[src/rtl/mw_stage_controller.sv]
// Memory/writeback stage controller for the 3-stage RV32I core: data-memory handshake,
// pipeline stall/flush generation, execute forwarding selects and a stall-cycle counter.
module mw_stage_controller #(
  parameter int TIMEOUT_CYCLES = 16,
  parameter int CNT_W          = 32
) (
  input  logic             clk,
  input  logic             rst,
  input  logic             mem_rd_MW,
  input  logic             mem_wr_MW,
  input  logic             reg_wr_MW,
  input  logic [4:0]       waddr_MW,
  input  logic [4:0]       rs1_E,
  input  logic [4:0]       rs2_E,
  input  logic             br_taken_E,
  input  logic             dmem_gnt,
  input  logic             dmem_rvalid,
  output logic             dmem_req,
  output logic             dmem_we,
  output logic             Stall_IF,
  output logic             Stall_MW,
  output logic             Flush_MW,
  output logic             ForwardA,
  output logic             ForwardB,
  output logic             load_done,
  output logic             bus_err,
  output logic [CNT_W-1:0] stall_cycles
);

  localparam int TW = $clog2(TIMEOUT_CYCLES) + 1;

  typedef enum logic [2:0] {IDLE, REQ, WAIT_RSP, DONE, ERR} state_t;

  state_t           state_q, state_d;
  logic [TW-1:0]    tmo_q, tmo_d;
  logic             load_q, load_d;
  logic             flush_pend_q, flush_pend_d;
  logic [CNT_W-1:0] stall_cnt_q, stall_cnt_d;

  logic req, we, stall, ld_done, berr, timeout, mem_op;

  assign mem_op  = mem_rd_MW | mem_wr_MW;
  assign timeout = (tmo_q == TW'(TIMEOUT_CYCLES - 1));

  // The IDLE cycle that first sees a memory op already acts as the first request cycle.
  always_comb begin
    state_d = state_q;
    tmo_d   = tmo_q;
    load_d  = load_q;
    req     = 1'b0;
    we      = 1'b0;
    stall   = 1'b0;
    ld_done = 1'b0;
    berr    = 1'b0;
    unique case (state_q)
      IDLE: begin
        if (mem_op) begin
          req    = 1'b1;
          we     = mem_wr_MW;
          stall  = 1'b1;
          load_d = mem_rd_MW;
          tmo_d  = TW'(1);
          if (dmem_gnt) state_d = (mem_rd_MW && !dmem_rvalid) ? WAIT_RSP : DONE;
          else          state_d = REQ;
        end
      end
      REQ: begin
        req   = 1'b1;
        we    = mem_wr_MW;
        stall = 1'b1;
        if (timeout) begin
          state_d = ERR;
        end else begin
          tmo_d = tmo_q + TW'(1);
          if (dmem_gnt) state_d = (load_q && !dmem_rvalid) ? WAIT_RSP : DONE;
        end
      end
      WAIT_RSP: begin
        stall = 1'b1;
        if (timeout) begin
          state_d = ERR;
        end else begin
          tmo_d = tmo_q + TW'(1);
          if (dmem_rvalid) state_d = DONE;
        end
      end
      DONE: begin
        ld_done = load_q;
        state_d = IDLE;
      end
      ERR: begin
        berr    = 1'b1;
        state_d = IDLE;
      end
      default: state_d = IDLE;
    endcase
  end

  // Reset must silence every output at once, even though IDLE decodes mem ops combinationally.
  assign dmem_req  = rst & req;
  assign dmem_we   = rst & we;
  assign Stall_MW  = rst & stall;
  assign Stall_IF  = Stall_MW;
  assign load_done = rst & ld_done;
  assign bus_err   = rst & berr;
  assign Flush_MW  = rst & ~stall & (br_taken_E | flush_pend_q);
  assign ForwardA  = rst & reg_wr_MW & (waddr_MW != 5'd0) & (waddr_MW == rs1_E) & ~mem_rd_MW;
  assign ForwardB  = rst & reg_wr_MW & (waddr_MW != 5'd0) & (waddr_MW == rs2_E) & ~mem_rd_MW;
  assign stall_cycles = stall_cnt_q;

  always_comb begin
    flush_pend_d = flush_pend_q;
    if (!Stall_MW)       flush_pend_d = 1'b0;
    else if (br_taken_E) flush_pend_d = 1'b1;
    stall_cnt_d = stall_cnt_q;
    if (Stall_MW && (stall_cnt_q != {CNT_W{1'b1}})) stall_cnt_d = stall_cnt_q + CNT_W'(1);
  end

  always_ff @(posedge clk or negedge rst) begin
    if (!rst) begin
      state_q      <= IDLE;
      tmo_q        <= '0;
      load_q       <= 1'b0;
      flush_pend_q <= 1'b0;
      stall_cnt_q  <= '0;
    end else begin
      state_q      <= state_d;
      tmo_q        <= tmo_d;
      load_q       <= load_d;
      flush_pend_q <= flush_pend_d;
      stall_cnt_q  <= stall_cnt_d;
    end
  end

endmodule
[config.mk]
export PLATFORM = sky130hd
export DESIGN_NAME = mw_stage_controller
export DESIGN_NICKNAME = d
export VERILOG_FILES = /design/src/rtl/mw_stage_controller.sv
export SDC_FILE = /design/constraint.sdc
export NUM_CORES = 1
export LEC_CHECK = 0
export BUFFER_PORTS_ARGS = -buffer_cell sky130_fd_sc_hd__buf_4
export CAP_MARGIN = 30
export CORE_UTILIZATION = 45
export CTS_BUF_LIST = sky130_fd_sc_hd__clkbuf_8
export DETAILED_ROUTE_END_ITERATION = 10
export PLACE_DENSITY = 0.81
export SYNTH_ARGS = -nofsm -noshare
export SYNTH_HDL_FRONTEND = slang
export SYNTH_SLANG_ARGS = --single-unit
[constraint.sdc]
create_clock -name clk -period 2.8 [get_ports clk]
set_input_delay 0.42 -clock clk [delete_from_list [all_inputs] [get_ports clk]]
set_output_delay 0.42 -clock clk [all_outputs]
set_load 0.03 [all_outputs]
Yosys cells after proc, flatten, opt, wreduce, memory -nomap -nowiden
Index checks and enable logic that the tools add are counted.
{"block": "classes", "addsub": 2, "n_mul": 0, "div_mod_pow": 0, "magnitude_cmp": 0, "eq_ne": 13, "shifts": 0, "muxes": 21, "bitwise": 17, "reduce_logical": 11}
{"cell": "$add 32x1->32 const B", "count": 1}
{"cell": "$ne 32x32->1 const B", "count": 1}
{"cell": "$mux 3", "count": 5}
{"cell": "$and 1x1->1", "count": 13}
{"cell": "$eq 5x5->1", "count": 2}
{"cell": "$mux 5", "count": 2}
{"cell": "$pmux 5 s2", "count": 1}
{"cell": "$pmux 3 s3", "count": 1}
{"cell": "$mux 1", "count": 8}
{"cell": "$eq 3x2->1 const B", "count": 2}
{"cell": "$ne 2x2->1 const B", "count": 3}
{"cell": "$ne 3x3->1 const B", "count": 2}
{"cell": "$pmux 1 s2", "count": 3}
{"cell": "$reduce_and 3->1", "count": 2}
{"cell": "$add 5x1->5 const B", "count": 1}
{"cell": "$eq 5x4->1 const B", "count": 1}
{"cell": "$reduce_bool 5->1", "count": 1}
{"cell": "$eq 3x1->1 const B", "count": 1}
{"cell": "$eq 3x3->1 const B", "count": 1}
{"cell": "$logic_and 1x1->1", "count": 3}
{"cell": "$logic_not 3->1", "count": 1}
{"cell": "$mux 2", "count": 1}
{"cell": "$not 1->1", "count": 2}
{"cell": "$or 1x1->1", "count": 2}
{"cell": "other kinds (4)", "count": 4}
{"block": "totals", "register_bits": 42, "latchBits": 0, "ramBits": 0, "rom_bits": 0, "input_bits": 23, "out_inout_bits": 41, "word_cells": 69, "n_memories": 0}

Longest topological paths before layout
Gate-level depths: netlist of the first run.
{"block": "logic_depth", "word_depth": 6, "depth_mapped": 8}

Worst setup path after synthesis of the first run
Ideal clock, no wire load.
{"block": "synth_timing", "kind": "register to register", "from": "register stall_cnt_q[0] (netlist: stall_cycles[0])", "to": "register stall_cnt_q[25] (netlist: stall_cycles[25])", "arrival_ns": 2.112, "t_required_ns": 2.665, "setup_slack_ns": 0.552, "path_stages_with_launch": 8, "cell_sequence": "dfrtp_1 ha_1 and3_1 and3_1 clkbuf_4 a2111oi_4 nand4_1 xnor2_1"}
{"block": "synth_via", "elab_chain_len": 2, "word_cells_on_any_way": 3, "classes_between": "1 x add/sub; 1 x eq/ne; 1 x reduce/logical"}
{"item": "from (decl)", "line": "38", "text": "logic [CNT_W-1:0] stall_cnt_q, stall_cnt_d;"}
{"item": "from (signal assigned)", "line": "131", "text": "stall_cnt_q <= stall_cnt_d;"}
{"item": "branches (longest 2 deep; another with $add 32x1->32)"}
Parallel ways; which one is timed is not known.
A chain may end at the register's enable or synchronous reset.

Worst setup path after layout of the first run
{"block": "layout_timing", "from": "register state_q[1]", "to": "output Stall_MW"}
{"block": "layout_via", "elab_chain_len": 4, "word_cells_on_any_way": 6, "classes_between": "2 x eq/ne; 1 x mux; 1 x bitwise; 2 x reduce/logical"}
{"item": "from (decl)", "line": "34", "text": "state_t state_q, state_d;"}
{"item": "from (signal assigned)", "line": "127", "text": "state_q <= state_d;"}
{"item": "$eq 3x2->1 / $eq 3x1->1 (equally long branches)", "line": "55", "text": "unique case (state_q)"}
{"item": "$reduce_or 2->1 (no line)"}
{"item": "$pmux 1 s2 (*)", "line": "55"}
{"item": "$and 1x1->1 (*)", "line": "102", "text": "assign Stall_MW = rst & stall;"}
{"item": "to (decl)", "line": "21", "text": "output logic Stall_MW,"}
Every way passes the cells marked *; elsewhere a longest branch is shown, timed or not.

==> results of run 1 <==
metrics by stage:
step | total power (uW) | util, % | hold slack, ps | instances
after floorplan | 1342 | - | 124.4 | 232
after global placement | 1527 | 56.88 | 455.9 | 360
after detailed placement | 1554 | 56.88 | 456.3 | 360
after CTS | 1949 | 58.68 | 143.6 | 368
after global routing | 2078 | 58.68 | 152.5 | 368
final | 1935 | 58.68 | 136.7 | 368
state kept, by name, indices dropped and copies added, names as in the netlist:
signal,flops
stall_cycles,32
flush_pend_q,1
load_q,1
state_q,3
tmo_q,5
cells in the mapped netlist (2+ instances only):
master	instances	area, um^2
buf_6	3	33.78
ha_1	3	37.54
and2_1	2	12.51
nand3_1	20	100.1
nor4_1	5	31.28
nand4_1	19	118.9
nor2_1	13	48.80
o21ai_0	8	40.04
xnor2_1	31	271.5
or2_2	2	12.51
dfrtp_1	42	1051
and3_1	9	56.30
nor3_1	7	35.03
o31ai_1	2	15.01
xor2_1	10	87.58
a21oi_1	2	10.01
clkbuf_1	2	7.510
nor4b_1	2	17.52
or3_1	4	25.02
inv_1	9	33.78
nand2_1	10	37.54
nor3b_1	2	15.01
and4_1	3	26.28
report_power, final:
group / internal [uW] / switching (uW) / total (uW)
Combinational: 283 / 410 / 693
Sequential: 706 / 143 / 849
Clock: 195 / 198 / 393
Total: 1180 / 750 / 1940
layer usage:
metal / wire (um) / GRT usage (%)
met1: 2164 / 25.04
met4: 70 / 6.918
met2: 2648 / 33.43
met5: 0 / 0
met3: 263 / 5.014
final timing paths:
path	from	to	slack, ps
setup / recovery	state_q[1]	Stall_MW	240
hold / removal	rst	stall_cycles[3]	140
setup reg to reg	state_q[0]	stall_cycles[25]	530
hold reg to reg	tmo_q[4]	tmo_q[4]	490
max in group asynchronous	rst	stall_cycles[16]	2430
min in group clk	dmem_gnt	state_q[0]	320
cells by family (layout without fill, tap and decap cells):
logic type                 count (synthesis)  in the layout  share of synthesized area, %
AOI/OAI and AO/OA                         24             24                         8.827
muxes                                      1              1                        0.4757
buffers and inverters                     16             82                         3.806
DFF                                       42             42                         44.40
adders and majority gates                  3              3                         1.586
xor gates and xnor gates                  41             41                         15.17
and+or+nand+nor                          105            105                         25.74
area by class of cell:
type	instances	area [um^2]
clock buffer	6	82.58
timing repair buffer	65	488.0
sequential	42	1051
clock inverter	2	8.758
inverter	9	33.78
fill	466	2097
multi-input combinational	174	1226
tap	70	87.58
critical path: stages (launching register included):
cell,delay [ps]
dfrtp_1,510
nor4_1,460
or3_1,510
inv_1,170
buf_4,210
==> key figures, run 1 <==
Timing
  • Final period utilization: 91.41%
  • Fin. Hold Viols: 0
  • Final WS setup: about 240 ps
  • TNS Setup: 0 ps
  • Slew Limit Fails: 0
  • Fmax: 390.7 MHz
  • Actual slew at the worst max-slew pin: 654.5 ps
  • Rel. slew slack: 55.97%
  • Setup Viol. Count Final: 0
  • Unrepaired setup endpoints after global routing: no
  • Setup Skew: 5.645 ps
  • Post-route minimum period: 2559 ps

Clocking
  • Worst skew pair latency: 290 ps
  • # clock sinks: 42
  • Clock transition at the registers of the reported paths: 80 ps
  • CTS Hold Buffers Added: 0
  • Num CTS Buffers: 5
  • Deepest level of the CTS H-tree: 2
  • CTS tree: done
  • Setup bufs post-CTS: 0
  • Maximum buffer depth of the clock tree: 2
  • Post-cts sizing count: 0
  • Root buffer cell: clkbuf_8

Run
  • Number of max-cap violations: 0

Placed design
  • Placement-stage cell area: between 0.002 and 0.003 mm^2
  • Port Buf Inserts: between 60 and 70
  • Post-DP HPWL: between 3000 and 4000 um
  • Global placement routability congestion: 0.8056
  • Pre-CTS setup slack: 526.4 ps

Floorplanning
  • Die Wd: around 75 um
  • I/O pins: 64
  • Die ar.: 0.005555 mm^2
  • Die H: 74.53 um
  • Total core area: 0.005075 mm^2
  • Initial cell density of the core: 46.65%
  • Site Rows: 26

Min path
  • Hold Crit Class: input port to async pin

Status
  • Status: finished, final reports clean

Layout
  • Fin nets: between 300 and 400
  • Most common cell after layout, fill and taps aside: buf_4
  • Inserted Diodes: 0
  • P&R area growth vs syn: 25.79%
  • Share of layout cells above drive strength 1: a little over a quarter
  • Commonest cells after routing, fill and taps aside: buf_4, dfrtp_1, xnor2_1
  • Post-route cell area: 0.002978 mm^2

Setup path
  • Worst setup EP type: output pin
  • Worst EP arrival: 2140 ps
  • Critical path class: register to output pin
  • Worst Reg-to-Reg Cells: 5
  • CP Launch Type: register
  • Crit-path max FO: 11
  • CP Data Required Time: 2380 ps

Synthesis
  • Sequential area share after synthesis: 44.40%
  • Number of enable flip-flop cells after synthesis: 0
  • Mapped Cells: 232
  • Post-Syn Nets: around 260
  • Synth cell types: 45
  • Post-synth ARST share: 100.0%
  • Synth Warn #: 0
  • Top_reg_cell synth: dfrtp_1
  • Flop and latch count out of synthesis: 42
  • Post-Syn Area: about 0.0024 mm^2
  • Mapped Avg Cell Area: 10.20 um^2

GRT
  • GRT overflow: 0
  • GRT Overall Usage: between 10% and 20%
  • First-pass GRT wire length: 8528 um
  • Largest net degree at the start of global routing: 25
  • Vias in the first global route: just under 2000
  • Initial antenna violation count: 0

Detailed routing
  • Via count: 2039
  • Total routed wirelength: 5146 um
  • Drt drc: 0
  • DR WL/cell: 13.98 um
  • Initial DRC count: 124
  • Vias per cell: 5.541
  • Post-route ant nets: 0
  • Router iterations before antenna repair: 4

Power and ir drop
  • Pwr dens: 649.9 mW/mm^2
  • Maximum vdd drop: 0.0003617 V
  • Leakage Power: 0.001351 uW
(Power assumes the default switching activity.)
==> run 2: changes to the inputs <==
--- a/config.mk
+++ b/config.mk
@@ -5,11 +5,12 @@
 export SDC_FILE = /design/constraint.sdc
 export NUM_CORES = 1
 export LEC_CHECK = 0
+export ABC_CLOCK_PERIOD_IN_PS = 2800
 export BUFFER_PORTS_ARGS = -buffer_cell sky130_fd_sc_hd__buf_4
 export CAP_MARGIN = 30
 export CORE_UTILIZATION = 45
-export CTS_BUF_LIST = sky130_fd_sc_hd__clkbuf_8
 export DETAILED_ROUTE_END_ITERATION = 10
+export GPL_ROUTABILITY_DRIVEN = 0
 export PLACE_DENSITY = 0.81
 export SYNTH_ARGS = -nofsm -noshare
 export SYNTH_HDL_FRONTEND = slang
==> key figures, run 2 (same netlist as run 1, synthesis figures left out) <==
Layout
  • Final Util: about three fifths
  • Area occupied by multi-input gates: 0.001226 mm^2
  • Most common cell after layout, fill and taps aside: buf_4
  • Max FFs per register: 32
  • Fin nets: roughly 320
  • # fillers: 466
  • Share of layout cells above drive strength 1: 27.18%
  • Commonest cells after routing, fill and taps aside: buf_4, dfrtp_1, xnor2_1
  • P&R area growth vs syn: 25.79%
  • Storage cell area: approximately 0.0011 mm^2
  • Inserted Diodes: 0

Clocking
  • Clock transition at the registers of the reported paths: 80 ps
  • # clock sinks: 42
  • Root buffer cell: clkbuf_8
  • Worst skew pair latency: 290 ps
  • Maximum buffer depth of the clock tree: 2
  • Setup bufs post-CTS: 0
  • Num CTS Buffers: 5
  • Post-cts sizing count: 0
  • CTS tree: done
  • CTS Hold Buffers Added: 0
  • Deepest level of the CTS H-tree: 2

GRT
  • Vias in the first global route: ~1900
  • Largest net degree at the start of global routing: 25
  • GRT Overall Usage: 19.96%
  • First-pass GRT wire length: 8521 um
  • GRT overflow: 0
  • Initial antenna violation count: 0

Power and ir drop
  • Total power: 1941 uW
  • Maximum vdd drop: about 0.00036 V
  • Comb power frac: 35.8%
  • Leakage Power: 0.001347 uW
  • Sequential share of power: ~44%
  • P_sw: 752.0 uW
  • Clock share of power: approximately a fifth
  • Sw Ratio: 38.75%
  • Pwr dens: around 650 mW/mm^2
  • Cell internal pwr: roughly 1200 uW

Timing
  • Rel. slew slack: 56.34%
  • Fin. Hold Viols: 0
  • Actual slew at the worst max-slew pin: 648.9 ps
  • Final period utilization: 91.52%
  • Fmax: 390.2 MHz
  • Setup Skew: between 6 and 7 ps
  • Setup Viol. Count Final: 0
  • Slew Limit Fails: 0
  • Post-route minimum period: between 2000 and 3000 ps
  • Unrepaired setup endpoints after global routing: no
  • TNS Setup: 0 ps

Floorplanning
  • Die H: 74.53 um
  • Site Rows: 26
  • Initial cell density of the core: between 40% and 50%
  • I/O pins: 64
  • Total core area: 0.005075 mm^2
  • Die Wd: 74.53 um
  • Die ar.: between 0.005 and 0.006 mm^2

Placed design
  • Post-DP HPWL: 3936 um
  • Port Buf Inserts: 63

Min path
  • Hold Crit Class: input port to async pin

Detailed routing
  • Drt drc: 0
  • Initial DRC count: 130
  • Router iterations before antenna repair: 4
  • DR WL/cell: roughly 14 um
  • Post-route ant nets: 0
  • Total routed wirelength: 5195 um
  • Vias per cell: roughly 5.6
  • Via count: 2046

Run
  • Number of max-cap violations: 0

Setup path
  • Worst setup EP type: output pin
  • Worst EP arrival: 2140 ps
  • Critical path class: register to output pin
  • CP Launch Type: register
  • R2r setup slk: 520 ps
  • CP Data Required Time: 2380 ps
  • Crit-path max FO: 11

Status
  • Status: finished, final reports clean
## run 2: power groups by stage
stage | clock [uW] | sequential [uW] | combinational [uW]
floorplan | 0 | 895 | 447
global placement | 0 | 846 | 681
detailed placement | 0 | 856 | 698
CTS | 405 | 845 | 701
global route | 434 | 870 | 777
finish | 396 | 850 | 694
## run 2: final cells by class
| class | count | area share (%) |
|---|---|---|
| multi-input cells | 174 | 41.18 |
| well taps | 70 | 2.941 |
| repair buffers | 65 | 16.39 |
| clock inverters | 1 | 0.1681 |
| inverters | 9 | 1.134 |
| flip-flops and latches | 42 | 35.29 |
| clock buffers | 7 | 2.899 |
## run 2: through the flow
step / area [um^2] / std cells / hold WS [ps] / worst slack [ps]
floorplan: 2367 / 232 / 124.4 / 552.3
global placement: 2887 / 360 / 455.9 / 553.8
detailed placement: 2887 / 360 / 456.3 / 526.4
CTS: 2978 / 368 / 143.6 / 265.9
global route: 2978 / 368 / 152.5 / 8.473
finish: 2978 / 368 / 135.7 / 237.4
## run 2: critical path: stages (launching register included)
cell and delay, ps:
dfrtp_1 510, nor4_1 460, or3_1 510, inv_1 170, buf_4 210
## run 2: metal layers
| metal | wire length, um | global-route usage (%) |
|---|---|---|
| met5 | 0 | 0 |
| met4 | 102 | 6.918 |
| met3 | 232 | 5.014 |
| met2 | 2623 | 33.43 |
| met1 | 2237 | 25.04 |
## run 2: worst paths after layout
| kind | startpoint | end | cells after the start |
|---|---|---|---|
| hold reg to reg | tmo_q[4] | tmo_q[4] | 2 |
| setup / recovery | state_q[1] | Stall_MW | 4 |
| min in group clk | dmem_gnt | state_q[0] | 2 |
| max in group asynchronous | rst | stall_cycles[16] | 2 |
| hold / removal | rst | stall_cycles[3] | 2 |
| setup reg to reg | state_q[0] | stall_cycles[25] | 5 |
==> run 3: changes to the inputs <==
--- a/config.mk
+++ b/config.mk
@@ -5,13 +5,14 @@
 export SDC_FILE = /design/constraint.sdc
 export NUM_CORES = 1
 export LEC_CHECK = 0
+export ABC_AREA = 1
 export ABC_CLOCK_PERIOD_IN_PS = 2800
 export BUFFER_PORTS_ARGS = -buffer_cell sky130_fd_sc_hd__buf_4
 export CAP_MARGIN = 30
 export CORE_UTILIZATION = 45
 export DETAILED_ROUTE_END_ITERATION = 10
 export GPL_ROUTABILITY_DRIVEN = 0
-export PLACE_DENSITY = 0.81
+export PLACE_DENSITY = 0.79
 export SYNTH_ARGS = -nofsm -noshare
 export SYNTH_HDL_FRONTEND = slang
 export SYNTH_SLANG_ARGS = --single-unit
==> key figures, run 3 <==
Status
  • Status: finished, final reports clean

Power and ir drop
  • Pwr dens: 558.6 mW/mm^2
  • Sw Ratio: 41.71%
  • Leakage Power: 0.001777 uW
  • Total power: 1965 uW
  • P_sw: 819.5 uW
  • Sequential share of power: about two fifths
  • Comb power frac: about two fifths
  • Cell internal pwr: 1145 uW
  • Maximum vdd drop: 0.0004484 V
  • Clock share of power: 21.0%

GRT
  • Largest net degree at the start of global routing: 38
  • GRT Overall Usage: 24.01%
  • Initial antenna violation count: 0
  • GRT overflow: 0
  • First-pass GRT wire length: 12590 um
  • Vias in the first global route: around 2900

Detailed routing
  • Router iterations before antenna repair: 5
  • Metal3 WL: 585 um
  • Vias per cell: between 5 and 6
  • Total routed wirelength: 7247 um
  • Drt drc: 0
  • Via count: between 2000 and 3000
  • Met2 WL post-DR: 3214 um
  • DR WL/cell: 12.18 um
  • Initial DRC count: about 270
  • Post-route ant nets: 0
  • Wl on met1: roughly 3300 um
  • Top layer in use: met4

Setup path
  • Largest delay share family, worst path: simple AND/OR/NAND/NOR gates
  • CP Data Required Time: 2380 ps
  • CP Launch Type: register
  • Worst setup EP type: output pin
  • Worst EP arrival: 1880 ps
  • Crit-path max FO: 5
  • CP max stage delay: approximately 430 ps
  • Number of buffers and inverters on the critical path: 3
  • Most Frequent Cell on Critical Path: nand2_1
  • Slowest-stage cell, CP: dfrtp_1
  • Critical path class: register to output pin
  • Cell Chain, Critical Path: inv_2, nand2_1, nor2_1, nand2_1, nand2_1, inv_1, a211oi_1, buf_4

Synthesis
  • Top_reg_cell synth: dfrtp_1
  • Most numerous cell in the Yosys netlist: nand2_1
  • Post-synth top area cell: dfrtp_1
  • Mux contribution to synthesized area: 0%
  • Flop and latch count out of synthesis: 42
  • Mapped Cells: between 400 and 500
  • Post-Synth Adder-Cell Area: approximately 1.3%
  • Compound-Gate Fraction of Synth Area: 2.987%
  • Sequential area share after synthesis: 36.36%
  • Largest family of logic cells by synthesized area: simple AND/OR/NAND/NOR gates
  • Post-Syn Area: between 0.002 and 0.003 mm^2
  • Post-synth ARST share: 100.0%
  • Mapped Avg Cell Area: 6.380 um^2
  • Synth cell types: 27
  • Top cell type's share of synthesized area: a little over a third
  • Xor/xnor share of the synthesized area: 7.273%
  • Simple-gate share of the synthesized area: between 40% and 50%
  • Post-Syn Nets: between 400 and 500
  • Number of enable flip-flop cells after synthesis: 0
  • Top cells by count, synth: nand2_1, nor2_1, dfrtp_1, inv_1, nand3_1
  • Largest cells by area after synthesis: dfrtp_1, nand2_1, nor2_1
  • Synth Warn #: 0

Layout
  • Share of layout cells above drive strength 1: about 16%
  • Final Util: 58.03%
  • P&R area growth vs syn: 21.69%
  • Inserted Diodes: 0
  • Max FFs per register: 32
  • Fin nets: 545
  • Most common cell after layout, fill and taps aside: nand2_1
  • Commonest cells after routing, fill and taps aside: nand2_1, nor2_1, buf_4
  • Non-Filler Instances: 595

Clocking
  • Clock transition at the registers of the reported paths: ~80 ps
  • Worst skew pair latency: 300 ps
  • Maximum buffer depth of the clock tree: 2
  • Deepest level of the CTS H-tree: 2
  • # clock sinks: 42
  • Setup bufs post-CTS: 0
  • Root buffer cell: clkbuf_8
  • CTS tree: done
  • Num CTS Buffers: 5

Timing
  • TNS Setup: 0 ps
  • Fin. Hold Viols: 0
  • Fmax: 435.4 MHz
  • Setup Skew: approximately 4.0 ps
  • Post-route minimum period: 2297 ps
  • Final period utilization: 82.03%
  • Rel. slew slack: 69.63%
  • Slew Limit Fails: 0
  • Setup Viol. Count Final: 0
  • Actual slew at the worst max-slew pin: 455.5 ps
  • Unrepaired setup endpoints after global routing: no

Run
  • Number of max-cap violations: 0

Floorplanning
  • Site Rows: 28
  • Initial cell density of the core: 47.69%
  • I/O pins: between 60 and 70
  • Total core area: between 0.006 and 0.007 mm^2
  • Die Wd: approximately 80 um
  • Die H: 82.14 um
  • Die ar.: 0.006747 mm^2

Placed design
  • Post-DP HPWL: 5514 um
  • Placed Cells: 586
  • Port Buf Inserts: 63

Min path
  • Hold Crit Class: input port to register
## run 3: cell types whose count changed after synthesis, sizes merged, moves of 3 or more
| cell | change |
|---|---|
| xnor2 | -21 |
| and3 | -9 |
| nor2 | +57 |
| clkbuf | -3 |
| nand4 | -16 |
| xor2 | +4 |
| nor4 | -6 |
| and4 | -3 |
| or3 | -5 |
| inv | +35 |
| nand3 | +5 |
| nand2 | +201 |
## run 3: area by class of cell
class	instances	area, um^2
well taps	75	93.84
clock buffers	6	82.58
clock inverters	2	12.51
multi-input cells	361	1619
repair buffers	65	490.5
inverters	44	167.7
flip-flops and latches	42	1051
fillers	591	2544
## run 3: final timing paths
path,endpoint,depth (start not counted),start,slack [ps]
min in group asynchronous,tmo_q[0],2,rst,480
min,flush_pend_q,3,br_taken_E,390
max in group asynchronous,stall_cycles[15],3,rst,1650
min reg2reg,tmo_q[1],2,tmo_q[1],520
max,Flush_MW,8,state_q[1],500
max reg2reg,stall_cycles[11],10,stall_cycles[0],710
## run 3: power groups by stage
stage	Clock [uW]	Combinational, uW	Sequential (uW)
final	412	761	792
after global routing	447	861	807
after CTS	426	769	792
after detailed placement	0	758	802
after global placement	0	740	800
after floorplan	0	509	848
## run 3: kinds of logic after synthesis
family,after synthesis
buffers and inverters,50
AND/OR/NAND/NOR,318
adder cells (fa/ha/maj),3
XOR/XNOR,24
AO/OA/AOI/OAI,16
flip-flops,42
## run 3: stage by stage
stage / hold WS (ps) / worst slack, ps / cell area, um^2
finish: 390.7 / 503.3 / 3517
global route: 406.6 / 375.8 / 3517
CTS: 383.9 / 531.0 / 3517
detailed placement: 250.7 / 737.9 / 3412
global placement: 251.7 / 810.1 / 3412
floorplan: 124.4 / 745.4 / 2890
## run 3: worst reg2reg max path, stage by stage (launching register included)
cell and delay (ps):
dfrtp_1 460, ha_1 310, inv_2 80, nor2_4 140
nand2_2 110, nor2_4 140, nand2_2 70, nand2_4 300
inv_4 200, nand2_1 120, nand2_1 60
## run 3: repair_timing
item                                   4_1_cts  5_1_grt
resized for setup                            0        0
setup endpoints to repair                    0        0
hold buffers                                 1        0
endpoints found under the hold margin        5        0
## run 3: metal layers
layer / up-vias / track usage, %
li1: 1522 / -
met1: 1323 / 30.72
met2: 133 / 40.66
met3: 19 / 4.725
met4: 0 / 7.544
met5: - / 0
